==> src/rtl/cla_seq_adder_ctrl.sv <==
// Multi-cycle WIDTH-bit add/subtract sequencer built around a single 4-bit
// carry-lookahead slice, retiring one nibble per clock, LSB nibble first.

module cla4 (
    input  logic [3:0] a,
    input  logic [3:0] b,
    input  logic       ci,
    output logic [3:0] s,
    output logic       co
);
    logic [3:0] g;
    logic [3:0] p;
    logic [4:0] c;

    always_comb begin
        g    = a & b;
        p    = a ^ b;
        c[0] = ci;
        c[1] = g[0] | (p[0] & ci);
        c[2] = g[1] | (p[1] & g[0]) | (p[1] & p[0] & ci);
        c[3] = g[2] | (p[2] & g[1]) | (p[2] & p[1] & g[0]) | (p[2] & p[1] & p[0] & ci);
        c[4] = g[3] | (p[3] & g[2]) | (p[3] & p[2] & g[1]) | (p[3] & p[2] & p[1] & g[0])
             | (p[3] & p[2] & p[1] & p[0] & ci);
        s    = p ^ c[3:0];
        co   = c[4];
    end
endmodule

module cla_seq_adder_ctrl #(
    parameter int WIDTH = 16
) (
    input  logic             clk,
    input  logic             reset_n,
    input  logic             start,
    input  logic             op_sub,
    input  logic             abort,
    input  logic [WIDTH-1:0] a,
    input  logic [WIDTH-1:0] b,
    output logic             ready,
    output logic             busy,
    output logic             done,
    output logic [WIDTH-1:0] result,
    output logic             co,
    output logic             ovf,
    output logic [1:0]       state_dbg
);
    localparam int NSLICE = WIDTH / 4;
    localparam int IDX_W  = $clog2(NSLICE);

    typedef enum logic [1:0] {
        IDLE = 2'd0,
        RUN  = 2'd1,
        DONE = 2'd2
    } state_t;

    state_t           state;
    state_t           state_nx;
    logic [WIDTH-1:0] op_a;
    logic [WIDTH-1:0] op_b;
    logic             carry;
    logic [IDX_W-1:0] idx;
    logic [3:0]       slice_sum;
    logic             slice_co;
    logic             last;

    // Handshake: start is accepted on a rising edge only while ready (IDLE) is
    // high; done pulses for one cycle when result/co/ovf are valid; start is
    // ignored while busy or done.
    cla4 u_cla4 (
        .a  (op_a[4*idx +: 4]),
        .b  (op_b[4*idx +: 4]),
        .ci (carry),
        .s  (slice_sum),
        .co (slice_co)
    );

    assign last      = (idx == IDX_W'(NSLICE - 1));
    assign ready     = (state == IDLE);
    assign busy      = (state == RUN);
    assign done      = (state == DONE);
    assign state_dbg = state;

    always_comb begin
        state_nx = state;
        case (state)
            IDLE:    if (start) state_nx = RUN;
            RUN: begin
                if (abort)     state_nx = IDLE;
                else if (last) state_nx = DONE;
            end
            DONE:    state_nx = IDLE;
            default: state_nx = IDLE;
        endcase
    end

    always_ff @(posedge clk or negedge reset_n) begin
        if (!reset_n) state <= IDLE;
        else          state <= state_nx;
    end

    // An aborted edge still retires its nibble, but co/ovf only move on completion.
    always_ff @(posedge clk or negedge reset_n) begin
        if (!reset_n) begin
            op_a   <= '0;
            op_b   <= '0;
            carry  <= 1'b0;
            idx    <= '0;
            result <= '0;
            co     <= 1'b0;
            ovf    <= 1'b0;
        end else begin
            if (state == IDLE && start) begin
                op_a  <= a;
                op_b  <= op_sub ? ~b : b;
                carry <= op_sub;
                idx   <= '0;
            end else if (state == RUN) begin
                result[4*idx +: 4] <= slice_sum;
                carry              <= slice_co;
                idx                <= idx + 1'b1;
                if (last && !abort) begin
                    co  <= slice_co;
                    ovf <= (op_a[WIDTH-1] == op_b[WIDTH-1]) && (slice_sum[3] != op_a[WIDTH-1]);
                end
            end
        end
    end
endmodule

==> config.mk <==
export PLATFORM = sky130hd
export DESIGN_NAME = cla_seq_adder_ctrl
export DESIGN_NICKNAME = d
export VERILOG_FILES = /design/src/rtl/cla_seq_adder_ctrl.sv
export SDC_FILE = /design/constraint.sdc
export NUM_CORES = 1
export LEC_CHECK = 0
export CORE_MARGIN = 2
export CORE_UTILIZATION = 30
export DETAILED_ROUTE_END_ITERATION = 8
export HOLD_SLACK_MARGIN = 0.08
export SLEW_MARGIN = 20
export SYNTH_ARGS = -nofsm -noshare
export SYNTH_HDL_FRONTEND = slang
export SYNTH_SLANG_ARGS = --single-unit
==> constraint.sdc <==
create_clock -name clk -period 2.4 [get_ports clk]
set_input_delay 0.48 -clock clk [delete_from_list [all_inputs] [get_ports clk]]
set_output_delay 0.48 -clock clk [all_outputs]
set_load 0.01 [all_outputs]
== Yosys cells after proc, flatten, opt, wreduce, memory -nomap -nowiden ==
Index checks and enable logic that the tools add are counted.

* Bits in registers: 55
* Bits of input ports: 37
* Output and inout bits: 23
* Logic and storage cells: 71

* $add $sub $neg: 2
* Equal/unequal tests: 7
* Shift operators: 4
* Mux-type cells: 10
* Bitwise logic cells: 31
* Reduce and logical (&&, ||, !) cells: 9

{| class="wikitable"
|+ Operator list
! operator !! number
|-
| $neg 4->34 || 1
|-
| $shift 4x34->16 const A || 1
|-
| $shiftx 4x34->16 || 1
|-
| $shiftx 16x5->4 || 2
|-
| $and 1x1->1 || 16
|-
| $bwmux 16 || 1
|-
| $mux 16 || 1
|-
| $not 16->16 || 1
|-
| $mux 2 || 5
|-
| $or 1x1->1 || 10
|-
| $xor 4x4->4 || 2
|-
| $and 4x4->4 || 1
|-
| $eq 2x2->1 const B || 2
|-
| $pmux 2 s2 || 1
|-
| $reduce_and 2->1 || 2
|-
| $logic_and 1x1->1 || 3
|-
| $ne 3x2->1 const B || 1
|-
| $reduce_and 3->1 || 1
|-
| $add 2x1->2 const B || 1
|-
| $eq 2x1->1 const B || 1
|-
| $logic_not 2->1 || 1
|-
| $mux 1 || 2
|-
| $ne 2x2->1 const B || 1
|-
| $reduce_bool 2->1 || 1
|-
| 4 further kinds || 4
|}

== Longest topological paths before layout ==
* Word-level depth: 9
* Gate-level depth with buffers: 8
* Depth with buffers taken out: 6

== Cells and area by module ==
Synthesis repeated with hierarchy kept, for this count alone.

* Cell total of the unflattened synthesis: 207
* Area, all modules: 2715.1 µm²

{| class="wikitable"
|+ Modules (own cells, without submodules)
! module !! times used !! cells each !! area each (µm²) !! seq. area each (µm²)
|-
| cla_seq_adder_ctrl || 1 || 190 || 2567.5 || 1376.3
|-
| cla4 || 1 || 17 || 147.6 || 0.0
|}

== Worst setup path after synthesis ==
OpenSTA, ideal clock, no wires.

* Path kind: register to register
* Start point: register idx[0]
* End point: register ovf
* Library setup time: 69 ps
* Data arrival time: 2557 ps
* Data required time: 2331 ps
* Setup slack: -226 ps
* Stages on the path, launching flop included: 8
* Path buffers: 2
* Period minus slack after synthesis: 2626 ps
* Cell sequence: dfrtp_1 clkbuf_1 buf_2 mux4_2 ha_1 and4_1 or4_1 nand3_1

* Cells in the longest elaborated chain, start to end: 9
* Elaborated cells between the ends (all ways): 18
* Those cells by class: 2 x eq/ne; 2 x shift; 11 x bitwise; 3 x reduce/logical

{| class="wikitable"
|+ RTL lines
! element !! line !! RTL
|-
| start, declared || 61 || <nowiki>logic [IDX_W-1:0] idx;</nowiki>
|-
| start signal, assigned || 120 || <nowiki>idx <= idx + 1'b1;</nowiki>
|-
| $shiftx 16x5->4 (on tied branches) || 70, 71 ||
|-
| $xor 4x4->4 or $and 4x4->4 (tied branches) || 17, 16 ||
|-
| $and 1x1->1 || 21 || <nowiki>c[3] = g[2] | (p[2] & g[1]) | (p[2] & p[1] & g[0]) | (p[2] & p[1] & p[0] & ci);</nowiki>
|-
| $or 1x1->1 or $and 1x1->1 (tied branches) (2 in series) || 21 ||
|-
| $or 1x1->1 || 21 ||
|-
| $xor 4x4->4 || 24 || <nowiki>s = p ^ c[3:0];</nowiki>
|-
| $ne 1x1->1 || 123 || <nowiki>ovf <= (op_a[WIDTH-1] == op_b[WIDTH-1]) && (slice_sum[3] != op_a[WIDTH-1]);</nowiki>
|-
| $logic_and 1x1->1 || 123 ||
|-
| end signal, assigned || 123 ||
|-
| end, declared || 44 || <nowiki>output logic ovf,</nowiki>
|}

Several ways; a longest one is shown, not always the timed one.
A chain may end at the register's enable or synchronous reset.

== Final worst setup path ==
Same ends and word-level chain as after synthesis.

==> metrics list <==
- Outcome: finished clean
* Post-synthesis cell type with the largest combined area: sky130_fd_sc_hd__dfrtp_1
- At the end of the flow, the number of nets in the layout was 378.
- Type of the worst setup path: reg2reg
* Fill cells: about 860
- In this run the mean area of a mapped cell was ~10 um^2.
- Excluding fillers, the count of instances in the completed layout stands at roughly 440.
- Global-route wire length before repair: 9.956 mm
- Setup Slack @ Placement: -0.04257 ns
- Cells fill a little over two fifths of the core in the end.
* Cell area after synthesis: between 2000 and 3000 um^2
- Wires add up to 5.812 mm.
* Clock buffer count from CTS: 5
* Capture point of the worst reg-to-reg path: ovf
- Number of routed nets with antenna violations: 0
- The startpoint identified for the worst register-to-register timing path is idx[0].
* Synth Net Count: 305
* Most used cells in the layout excluding fill and tap cells: sky130_fd_sc_hd__nand2_1 (67), sky130_fd_sc_hd__clkdlybuf4s50_1 (58), sky130_fd_sc_hd__dfrtp_1 (54)
- After clock tree synthesis, the clock-pin slew on the worst setup and hold paths is about 0.10 ns.
- The tree is rooted in a sky130_fd_sc_hd__clkbuf_8.
- Count of final max-slew check failures: 0
- Worst R2R Setup Slack: 0.05 ns
- Portion of the clock cycle consumed by the worst path in the final layout: between 90% and 100%
- The final route contains around 2,000 vias.
- Post-DP HPWL: 4.363 mm
- Cells after synthesis: ~260
* Number of sinks handled by clock tree synthesis: 55
- For this configuration, the core starts out at a cell density of between 30% and 40%.
- Iteration-0 DRC Markers: 83
- Transition at the pin with the smallest max-transition slack: 0.6899 ns
- Worst rel slew slack: 54.01%
- Share of the yosys chip area belonging to registers: between 50% and 60%
* Skew-Pair Late Insertion Delay: approximately 0.32 ns
* Drt via density: 4.642
- Setup ws final: a little over 0.05 ns
- Dividing the detail-routed wire length by the instance count gives between 10 and 15 um.
* Primary flip-flop cell chosen by synthesis mapping: sky130_fd_sc_hd__dfrtp_1
* Worst hold margin: roughly 0.29 ns
* Grt total ovfl: 0
- At the worst endpoint, the required time is between 2 and 3 ns.
- Relative to the synthesized area, the layout overhead comes to 37.14%.
- The worst setup path is captured at a flop.
* IO Port Bufs: 59
* Design Power: between 5000 and 6000 uW
* Flip-flop and latch count after synthesis: between 50 and 60
* Proportion of layout cells with a drive suffix above 1: between 10% and 20%
- Between clock sinks in the finished design, the worst skew comes to about 0.010 ns.
* TritonCTS clock tree: yes
- Final hold violation count: 0
- Reg2Reg Depth: 7
* Area of the die: slightly below 10,000 um^2
* Async S/R FF share, synth: 100.0%
- Number of enable-type register cells in the synthesized netlist: 0
* Fmax: between 400 and 500 MHz
- Post-route DRC: 0
- Largest fanout of any net on the critical path: 5
- Data arrives at the worst endpoint at 2.59 ns.
* Synth cell types: 29
- Longest Clk Path Bufs: 2
- CORE AREA: 8678 um^2
- From left edge to right edge, the die measures 98.19 um.
- Height of the chip: 98.19 um
- The path class of the tightest hold or removal check is in2async.
* Antenna diodes: 0
- Area share of the largest cell type after synthesis: around 52%
- Counting tap cells, the placed design contains a total of about 430 instances.
- Leakage power: between 0.0015 and 0.002 uW
- VDD IR-drop max: about 0.00056 V
- During I/O placement, the number of pins put on the boundary was 60.
- The floorplan has 34 rows.
* Yosys warning count: 0
- Minimum period implied by the final worst setup slack: around 2.3 ns
- Unrepaired setup endpoints after global routing: yes
* Number of buffers added to fix hold violations after cts: 0
- Global routing consumed, over all layers together, approximately an eighth of the routing resources.
- The library cell used most frequently in the layout, excluding fill and tap cells, is sky130_fd_sc_hd__nand2_1.
- The tool flagged a number of max-cap violations equal to 0.
* Power density of the placed cells: between 1000 and 1500 nW/um^2
- Largest net degree at the start of global routing: 56
- Antenna violations before repair: 0
* H-Tree Level Count: 2
- Placer congestion estimate: between 0.8 and 0.9
- After synthesis, the cell types taking the most area are sky130_fd_sc_hd__dfrtp_1 (52%), sky130_fd_sc_hd__nand2_1 (9.4%), sky130_fd_sc_hd__mux4_2 (6.8%).
- STA classifies the critical path startpoint as a flop.
- Final setup violation count: 0
- The first detailed-routing pass ran for 4 iterations.
- Number of global-route vias before repair: 2,021
[synth_stat cells, types with 2 or more instances]
library cell	n
sky130_fd_sc_hd__nor3_1	2
sky130_fd_sc_hd__dfrtp_1	55
sky130_fd_sc_hd__nand2_1	67
sky130_fd_sc_hd__nor2b_1	3
sky130_fd_sc_hd__xnor2_1	18
sky130_fd_sc_hd__o31ai_1	8
sky130_fd_sc_hd__ha_1	10
sky130_fd_sc_hd__inv_1	4
sky130_fd_sc_hd__nor2_1	24
sky130_fd_sc_hd__mux4_2	8
sky130_fd_sc_hd__clkbuf_1	7
sky130_fd_sc_hd__a21oi_1	18
sky130_fd_sc_hd__buf_2	4
sky130_fd_sc_hd__o21ai_0	4
sky130_fd_sc_hd__a22o_1	11
[metrics by stage]
stage / instance area, um^2 / setup TNS [ns]
final: 3650 / 0
after global routing: 3650 / -0.07871
after CTS: 3607 / 0
after detailed placement: 3473 / -0.04257
after global placement: 3473 / 0
after floorplan: 2690 / 0
[metal layers]
| metal | share of wire (%) | vias up | global-route usage (%) | wire length [um] |
|---|---|---|---|---|
| li1 | - | 1021 | - | - |
| met1 | 47 | 964 | 18.51 | 2727 |
| met2 | 46 | 47 | 19.60 | 2686 |
| met3 | 5.5 | 6 | 2.863 | 320 |
| met4 | 1.3 | 0 | 3.793 | 78 |
| met5 | 0 | - | 0 | 0 |
[final cells by class]
class / instances / area, um^2 / area share [%]
Timing Repair Buffer: 77 / 720.7 / 19.75
Tap cell: 108 / 135.1 / 3.702
Clock inverter: 2 / 60.06 / 1.646
Clock buffer: 6 / 72.57 / 1.988
Multi-Input combinational cell: 186 / 1265 / 34.66
Sequential cell: 55 / 1378 / 37.74
Inverter: 5 / 18.77 / 0.5142
[how the worst max path moves through the flow]
stage	from	endpoint	depth (start not counted)
after floorplan	idx[0]	ovf	7
after global placement	idx[0]	ovf	7
after detailed placement	idx[0]	ovf	7
after CTS	idx[0]	ovf	7
after global routing	idx[0]	ovf	7
final	idx[0]	ovf	7
[cell families after synthesis]
logic type / count (synthesis) / share of synthesized area (%)
compound gates: 45 / 11.14
xor+xnor: 18 / 5.924
fa+ha+maj: 11 / 5.454
buf+inv: 16 / 2.445
flops: 55 / 51.72
mux: 8 / 6.770
simple gates: 104 / 16.55
[worst max-delay path, cell delays in order (launching register included)]
cell                      delay, ns
sky130_fd_sc_hd__dfrtp_2       0.42
sky130_fd_sc_hd__buf_4         0.13
sky130_fd_sc_hd__mux4_2        0.53
sky130_fd_sc_hd__ha_4          0.24
sky130_fd_sc_hd__a21o_1        0.17
sky130_fd_sc_hd__and4_4        0.20
sky130_fd_sc_hd__or4_1         0.50
sky130_fd_sc_hd__nand3_1       0.10
[power breakdown]
group | switching [uW] | internal [uW] | total, uW | leakage [uW]
clock | 301 | 417 | 718 | 0.0000654
combinational | 1370 | 1480 | 2840 | 0.000837
sequential | 269 | 1310 | 1570 | 0.000680
[state kept, by name (all words and copies together) (netlist names)]
| name | flops |
|---|---|
| result | 16 |
| ovf | 1 |
| op_b | 16 |
| op_a | 16 |
| carry | 1 |
| state_dbg | 2 |
| idx | 2 |
| co | 1 |
[repair_timing]
action / in CTS / in global routing
buffers inserted: 0 / 2
gates cloned: 0 / 0
resized for setup: 1 / 3
endpoints found under the setup margin: 5 / 7
Power figures use the tool's default switching activity.
